--- src/rtl/div_pkg.sv ---
// Shared types and constants for the sequential restoring divider.
package div_pkg;

  typedef enum logic [1:0] {
    IDLE = 2'd0,
    CALC = 2'd1,
    DONE = 2'd2
  } state_t;

  localparam int NW_DEF = 16;
  localparam int DW_DEF = 8;

  // Quotient reported for a zero divisor at the default width.
  localparam logic [NW_DEF-1:0] DIV0_QUOT = '1;

endpackage

--- src/rtl/seq_div_step.sv ---
// One combinational restoring-division step: shift in the next dividend bit,
// trial-subtract the divisor and keep the difference only if it fits.
module div_step #(
  parameter int DW = 8
) (
  input  logic [DW:0]   r,
  input  logic          q_msb,
  input  logic [DW-1:0] d,
  output logic [DW:0]   r_next,
  output logic          q_bit
);

  logic [DW:0] t;
  logic [DW:0] d_ext;
  logic        unused_r_msb;

  // R < D holds between steps, so the top bit of R is always zero and only the
  // low DW bits take part in the shift.
  assign unused_r_msb = r[DW];

  assign t     = {r[DW-1:0], q_msb};
  assign d_ext = {1'b0, d};

  // Trial subtraction decides the quotient bit and the restored remainder.
  always_comb begin
    q_bit  = (t >= d_ext);
    r_next = q_bit ? (t - d_ext) : t;
  end

endmodule

--- src/rtl/seq_div.sv ---
// Multi-cycle unsigned restoring divider: one quotient bit per clock,
// start/done handshake, zero divisor short-circuits straight to DONE.
module seq_div
  import div_pkg::*;
#(
  parameter int NW = NW_DEF,
  parameter int DW = DW_DEF
) (
  input  logic          clk,
  input  logic          rst_n,
  input  logic          start,
  input  logic [NW-1:0] dividend,
  input  logic [DW-1:0] divisor,
  output logic          busy,
  output logic          done,
  output logic [NW-1:0] quotient,
  output logic [DW-1:0] remainder,
  output logic          div_by_zero
);

  localparam int CW = (NW > 1) ? $clog2(NW) : 1;
  // All-ones quotient for a zero divisor, sized to this instance.
  localparam logic [NW-1:0] DIV0_Q = '1;

  state_t        state, state_nxt;
  logic [CW-1:0] cnt;
  logic [NW-1:0] q_sr;
  logic [DW:0]   r_sr;
  logic [DW-1:0] d_reg;
  logic [DW:0]   r_nxt;
  logic          q_bit;
  logic          accept;
  logic          dz;
  logic          last;

  assign accept = (state == IDLE) && start;
  assign dz     = (divisor == '0);
  assign last   = (state == CALC) && (cnt == CW'(NW - 1));

  div_step #(.DW(DW)) u_step (
    .r      (r_sr),
    .q_msb  (q_sr[NW-1]),
    .d      (d_reg),
    .r_next (r_nxt),
    .q_bit  (q_bit)
  );

  // State register.
  always_ff @(posedge clk or negedge rst_n) begin
    if (!rst_n) state <= IDLE;
    else        state <= state_nxt;
  end

  // Next-state logic; start is only looked at in IDLE.
  always_comb begin
    state_nxt = state;
    case (state)
      IDLE:    if (start) state_nxt = dz ? DONE : CALC;
      CALC:    if (last)  state_nxt = DONE;
      DONE:    state_nxt = IDLE;
      default: state_nxt = IDLE;
    endcase
  end

  assign busy = (state != IDLE);
  assign done = (state == DONE);

  // Working registers: load on accept, then shift one quotient bit per step.
  always_ff @(posedge clk or negedge rst_n) begin
    if (!rst_n) begin
      q_sr  <= '0;
      r_sr  <= '0;
      d_reg <= '0;
      cnt   <= '0;
    end else if (accept && !dz) begin
      q_sr  <= dividend;
      d_reg <= divisor;
      r_sr  <= '0;
      cnt   <= '0;
    end else if (state == CALC) begin
      q_sr  <= {q_sr[NW-2:0], q_bit};
      r_sr  <= r_nxt;
      cnt   <= cnt + CW'(1);
    end
  end

  // Result registers change only when entering DONE, so they hold across idle time.
  always_ff @(posedge clk or negedge rst_n) begin
    if (!rst_n) begin
      quotient    <= '0;
      remainder   <= '0;
      div_by_zero <= 1'b0;
    end else if (accept && dz) begin
      quotient    <= DIV0_Q;
      remainder   <= dividend[DW-1:0];
      div_by_zero <= 1'b1;
    end else if (last) begin
      quotient    <= {q_sr[NW-2:0], q_bit};
      remainder   <= r_nxt[DW-1:0];
      div_by_zero <= 1'b0;
    end
  end

endmodule
--- config.mk ---
export PLATFORM = sky130hd
export DESIGN_NAME = seq_div
export DESIGN_NICKNAME = d
export VERILOG_FILES = /design/src/rtl/div_pkg.sv /design/src/rtl/seq_div_step.sv /design/src/rtl/seq_div.sv
export SDC_FILE = /design/constraint.sdc
export NUM_CORES = 1
export LEC_CHECK = 0
export BUFFER_PORTS_ARGS = -buffer_cell sky130_fd_sc_hd__buf_2
export CELL_PAD_IN_SITES_DETAIL_PLACEMENT = 0
export CELL_PAD_IN_SITES_GLOBAL_PLACEMENT = 2
export CORE_ASPECT_RATIO = 1.75
export CORE_MARGIN = 2
export CORE_UTILIZATION = 37
export DETAILED_ROUTE_END_ITERATION = 10
export PLACE_DENSITY = 0.79
export REMOVE_ABC_BUFFERS = 1
export SYNTH_ARGS = -nofsm -noshare
export SYNTH_HDL_FRONTEND = slang
export SYNTH_SLANG_ARGS = --single-unit
--- constraint.sdc ---
create_clock -name clk -period 4.59 [get_ports clk]
set_clock_uncertainty 0.2 [all_clocks]
set_input_delay 0.459 -clock clk [delete_from_list [all_inputs] [get_ports clk]]
set_output_delay 0.459 -clock clk [all_outputs]
set_load 0.02 [all_outputs]
==> flow_summary.toml, run 1 <==
[run_status]
status = "finished, violations left"
failed_checks = "negative hold slack"

[floorplan]
die-area_um2 = 9196
num_rows = 44
core_um2 = 8258
initial_core_util = 0.3771
die_w_um = 73.35
ioPinCount = 54
die_h_um = 125.4

[grt]
grt_pass1_vias = 2538
grt_max_degree = 35
grt.total_usage = 0.1867
antenna_found_initial = 0
grt_overflow = 0
grt_first_pass_wirelength_um = 13100

[timing]
fin_hold_ws_ps = -7.787
worstMarginPinSlew_ps = 994.1
rsz0062_at_grt = "false"
finalMaxSlewViolations = 0
finalSetupViolCount = 0
period_needed_ps = 2593
slew_headroom = 0.3373
tns_ps = 0
hold_viol = 8
period_share = 0.5650
fmax_mhz = 385.6

[logic_synthesis]
synth_ff_type = "dfrtp_1"
ys_async_sr_fraction = 1.000
synth_enable_flop_cells = 0
ys_top_cells_by_area = "dfrtp_1 51%, nand2_1 6.5%, a22oi_1 4.8%"
synth_common_cells = "63 x dfrtp_1, 54 x nand2_1, 20 x a22oi_1"
postSynthAreaPerCell_um2 = 10.28
yosys.area.top_type = "dfrtp_1"
netlist_area_um2 = 3114
synth_cell_types = 52
synth_cells = 303
synth_most_common_cell = "dfrtp_1"
yosys.area.top_type_share = 0.5062
yosysSeqAreaShare = 0.5062
synth-seq-cells = 63
ys_warn_count = 0

[pwr]
power.leakage_nw = 1.722
peakVddDrop_mv = 0.3318
total_power_mw = 3.385
p_per_area_nw_per_um2 = 907.3

[drt]
vias = 2424
drtIter0Drc = 125
ant_nets = 0
vias_per_cell = 5.375
dr.pass1.iters = 6
drc = 0
routedWlPerCell_um = 17.21
drt_wl_total_um = 7763

[setup_path]
arrival_ps = 2620
r2r_slack_ps = 2000
critPathMaxFanout = 27
reg2reg_from = "state[1]"
worstSetupPathType = "register to register"
timing.rr.end = "remainder[5]"
endpoint_kind = "register"
cp.required_ps = 4620
start_kind = "register"
worstRegToRegCells = 5

[clocking]
cts.root.buffer_cell = "clkbuf_16"
htree_levels = 3
cts.clk_slew.worst_paths_ps = 50
cts_made_buffers = 9
cts_buffer_depth = 2
cts_resized = 0
cts_tree = "done"
clkSinkCount = 63
worstSkewPairLatency_ps = 320
cts_hold_buf = 0
post_cts_buffers = 0

[layout]
syn_to_final_growth_pct = 19.81
insertedDiodeCount = 0
nets = 391
drive_above_1_share = 0.2396
fin_util = 0.4518
final_cell_area_um2 = 3731
reg_top3 = "q_sr x16, quotient x16"

[placed_design]
routabilityCongestion = 0.8117
portBuffers = 53
dp_hpwl_um = 5614
placed_cell_area_um2 = 3406

[worst_hold_path]
holdCritPathClass = "input port to async pin"

[job]
maxCapViolCount = 0
## cells by family (layout without fill, tap and decap cells)
| family | after synthesis | in the layout | synth area share |
|---|---|---|---|
| buffers and inverters | 32 | 88 | 0.05866 |
| and+or+nand+nor | 96 | 96 | 0.1543 |
| DFF | 63 | 63 | 0.5062 |
| muxes | 5 | 5 | 0.01647 |
| xor gates and xnor gates | 4 | 4 | 0.01125 |
| AOI/OAI and AO/OA | 93 | 93 | 0.2105 |
| adders and majority gates | 10 | 10 | 0.04259 |
## layout by cell type, fill, tap and decap left out, types with 2 or more instances in the layout
master     Yosys  final
dfrtp_1       63     63
nand2_1       54     54
buf_2          9     53
a22oi_1       20     20
o21ai_1       18     18
o22a_1        15     15
inv_1         13     13
a21oi_1       12     12
nor2_1        12     12
ha_1           9      9
clkbuf_16      0      9
nand3_1        6      6
o22ai_1        6      6
mux2i_1        4      4
o21ai_0        4      4
and3_1         4      4
buf_4          2      4
nor2b_1        4      3
nand2b_1       3      3
xor2_1         3      3
nor4_4         2      2
nor2_4         2      2
a21oi_2        2      2
a211oi_1       2      2
a31oi_1        2      2
o31ai_1        2      2
clkbuf_8       0      2
bufinv_16      0      2
clkbuf_1       2      2
## cell type report
class | count | area (um^2)
Fill cell | 835 | 4527
Sequential cell | 63 | 1577
Multi-Input combinational cell | 208 | 1358
Timing Repair Buffer | 57 | 295.3
Clock buffer | 13 | 260.3
Tap cell | 92 | 115.1
Clock inverter | 3 | 65.06
Inverter | 15 | 61.31
## per-stage QoR
step	instances	hold WS, ps	setup WS (ps)
2_1_floorplan	286	-36.59	2316
4_1_cts	451	12.20	1944
3_5_place_dp	435	268.0	1965
6_report	451	-7.787	1997
5_1_grt	451	55.64	1748
3_3_place_gp	435	264.1	2017
## layer usage
layer  share of wire  track usage  vias up
met5               0            0        -
li1                -            -     1182
met4           0.036      0.08342        0
met2            0.54       0.3169       44
met1            0.39       0.2195     1184
met3           0.027      0.04110       14
## worst max-delay path by stage
stage	end	from	cells past startpoint
finish	remainder[5]	state[1]	5
global route	remainder[5]	state[1]	5
CTS	remainder[5]	state[1]	5
detailed placement	remainder[5]	state[1]	5
global placement	remainder[5]	state[1]	5
floorplan	q_sr[0]	start	5
## worst max-delay path, cell delays in order (launching register included)
cell      delay [ps]
dfrtp_1          400
nand2b_1         590
or2_1            850
and3_1           270
a21oi_1           40
o211ai_1         110
## power breakdown
group | total, mW | switching [mW] | internal [mW]
registers | 1.03 | 0.181 | 0.845
clock network | 0.737 | 0.233 | 0.504
logic | 1.62 | 0.982 | 0.639
No activity file was read; power rests on OpenSTA's default activity.
==> inputs of run 2 (changes only) <==
--- a/config.mk
+++ b/config.mk
@@ -10,9 +10,9 @@
 export CELL_PAD_IN_SITES_GLOBAL_PLACEMENT = 2
 export CORE_ASPECT_RATIO = 1.75
 export CORE_MARGIN = 2
-export CORE_UTILIZATION = 37
+export CORE_UTILIZATION = 35
 export DETAILED_ROUTE_END_ITERATION = 10
-export PLACE_DENSITY = 0.79
+export PLACE_DENSITY = 0.76
 export REMOVE_ABC_BUFFERS = 1
 export SYNTH_ARGS = -nofsm -noshare
 export SYNTH_HDL_FRONTEND = slang
==> constraint.sdc (replaced) <==
create_clock -name clk -period 2.7 [get_ports clk]
set_clock_uncertainty 0.2 [all_clocks]
set_input_delay 0.27 -clock clk [delete_from_list [all_inputs] [get_ports clk]]
set_output_delay 0.27 -clock clk [all_outputs]
set_load 0.02 [all_outputs]
==> run 2 against run 1 <==
Effect of this change:
- the run now ends clean
- non-clock buffer count grew 22
- core utilization rose by 0.056 points
- global-route usage fell by 0.33 points
- count of clock-buffer cells in the layout is the same
- critical path depth is 1 higher
- die area grew 5.5%
- setup slack worse by 1700 ps
- power up 66%
- fmax is 10% higher
==> flow_summary.toml, run 2 (synthesized netlist as in run 1, its figures left out) <==
[timing]
rsz0062_at_grt = "false"
fmax_mhz = 424.5
finalSetupViolCount = 0
slew_headroom = 0.4500
period_needed_ps = 2356
worstMarginPinSlew_ps = 825.0
period_share = 0.8724
finalMaxSlewViolations = 0
hold_viol = 0
tns_ps = 0

[layout]
syn_to_final_growth_pct = 25.95
final_common_cell = "dfrtp_1"
final_cell_mix = "63 x dfrtp_1, 54 x nand2_1, 53 x buf_2"
reg_top3 = "q_sr x16, quotient x16"
nets = 413
drive_above_1_share = 0.2388
insertedDiodeCount = 0
fin_util = 0.4524

[clocking]
htree_levels = 3
cts.clk_slew.worst_paths_ps = 50
cts.root.buffer_cell = "clkbuf_16"
cts_buffer_depth = 2
cts_resized = 0
cts_tree = "done"
clkSinkCount = 63
cts_hold_buf = 17
worstSkewPairLatency_ps = 330
post_cts_buffers = 0
cts_made_buffers = 9

[grt]
grt.total_usage = 0.1834
met2_usage = 0.3176
grt_overflow = 0
gr-usage-met3 = 0.04229
grt-busiest-layer = "met2"
grt_pass1_vias = 2528
grt_max_degree = 64
grt_use_met1 = 0.2071
grt_first_pass_wirelength_um = 13100
antenna_found_initial = 0

[floorplan]
core_um2 = 8671
die_h_um = 128.8
die_w_um = 75.31
num_rows = 45
die-area_um2 = 9698
ioPinCount = 54
initial_core_util = 0.3592

[drt]
vias_per_cell = 4.942
drc = 0
vias = 2461
routedWlPerCell_um = 16.35
drt_wl_total_um = 8142
dr.pass1.iters = 4
ant_nets = 0
drtIter0Drc = 135

[run_status]
status = "complete, no violations"

[setup_path]
r2r_slack_ps = 340
startpoint = "r_sr[3]"
endpoint_kind = "register"
cp.required_ps = 2750
critPathMaxFanout = 6
start_kind = "register"
worstSetupPathType = "register to register"
reg2reg_from = "r_sr[3]"
arrival_ps = 2410
timing.rr.end = "r_sr[0]"
worstRegToRegCells = 6
crit_path_end = "r_sr[0]"

[placed_design]
portBuffers = 53
dp_hpwl_um = 5921
routabilityCongestion = 0.8148

[job]
maxCapViolCount = 0

[pwr]
peakVddDrop_mv = 0.4835
power.leakage_nw = 1.795
p_per_area_nw_per_um2 = 1431

[worst_hold_path]
holdCritPathClass = "input port to register"
## run 2: layout make-up
type,instances,area (um^2)
clock inverter,3,17.52
fill,888,4748
clock buffer,13,260.3
sequential,63,1577
timing repair buffer,79,503.0
inverter,15,61.31
tap,117,146.4
multi-input combinational,208,1358
## run 2: worst min-delay path by stage
stage / from / endpoint / slack, ps / cells after the start
2_1_floorplan: rst_n / cnt[0] / -230 / 0
3_3_place_gp: div_by_zero / div_by_zero / 260 / 2
3_5_place_dp: div_by_zero / div_by_zero / 270 / 2
4_1_cts: divisor[7] / d_reg[7] / 10 / 3
5_1_grt: divisor[7] / d_reg[7] / 10 / 3
6_report: divisor[7] / d_reg[7] / 10 / 3
## run 2: critical path: stages (launching register included)
cell,delay (ps)
dfrtp_1,400
ha_1,350
a21oi_1,310
o221ai_2,180
a21oi_2,320
mux2_1,380
o22ai_1,140
## run 2: metrics by stage
stage                     setup slack, ps  std cells  instance area [um^2]  power (mW)  hold slack, ps
after CTS                           333.6        498                  3923       5.699           9.540
after global placement              359.0        465                  3475       4.539           258.8
final                               344.5        498                  3923       5.614           14.92
after global routing                172.7        498                  3923       6.114           9.525
after floorplan                     455.5        286                  2993       3.715          -225.6
after detailed placement            333.8        465                  3475       4.576           270.5
## run 2: metal layers
metal  part of all wire  wire (um)
met5                  0          0
met4              0.030        247
met3              0.027        217
met2               0.55       4438
met1               0.40       3239
## run 2: report_power, final
part / total, mW / switching [mW] / internal [mW]
Clock: 1.07 / 0.405 / 0.668
Combinational: 2.79 / 1.67 / 1.12
Sequential: 1.75 / 0.310 / 1.44
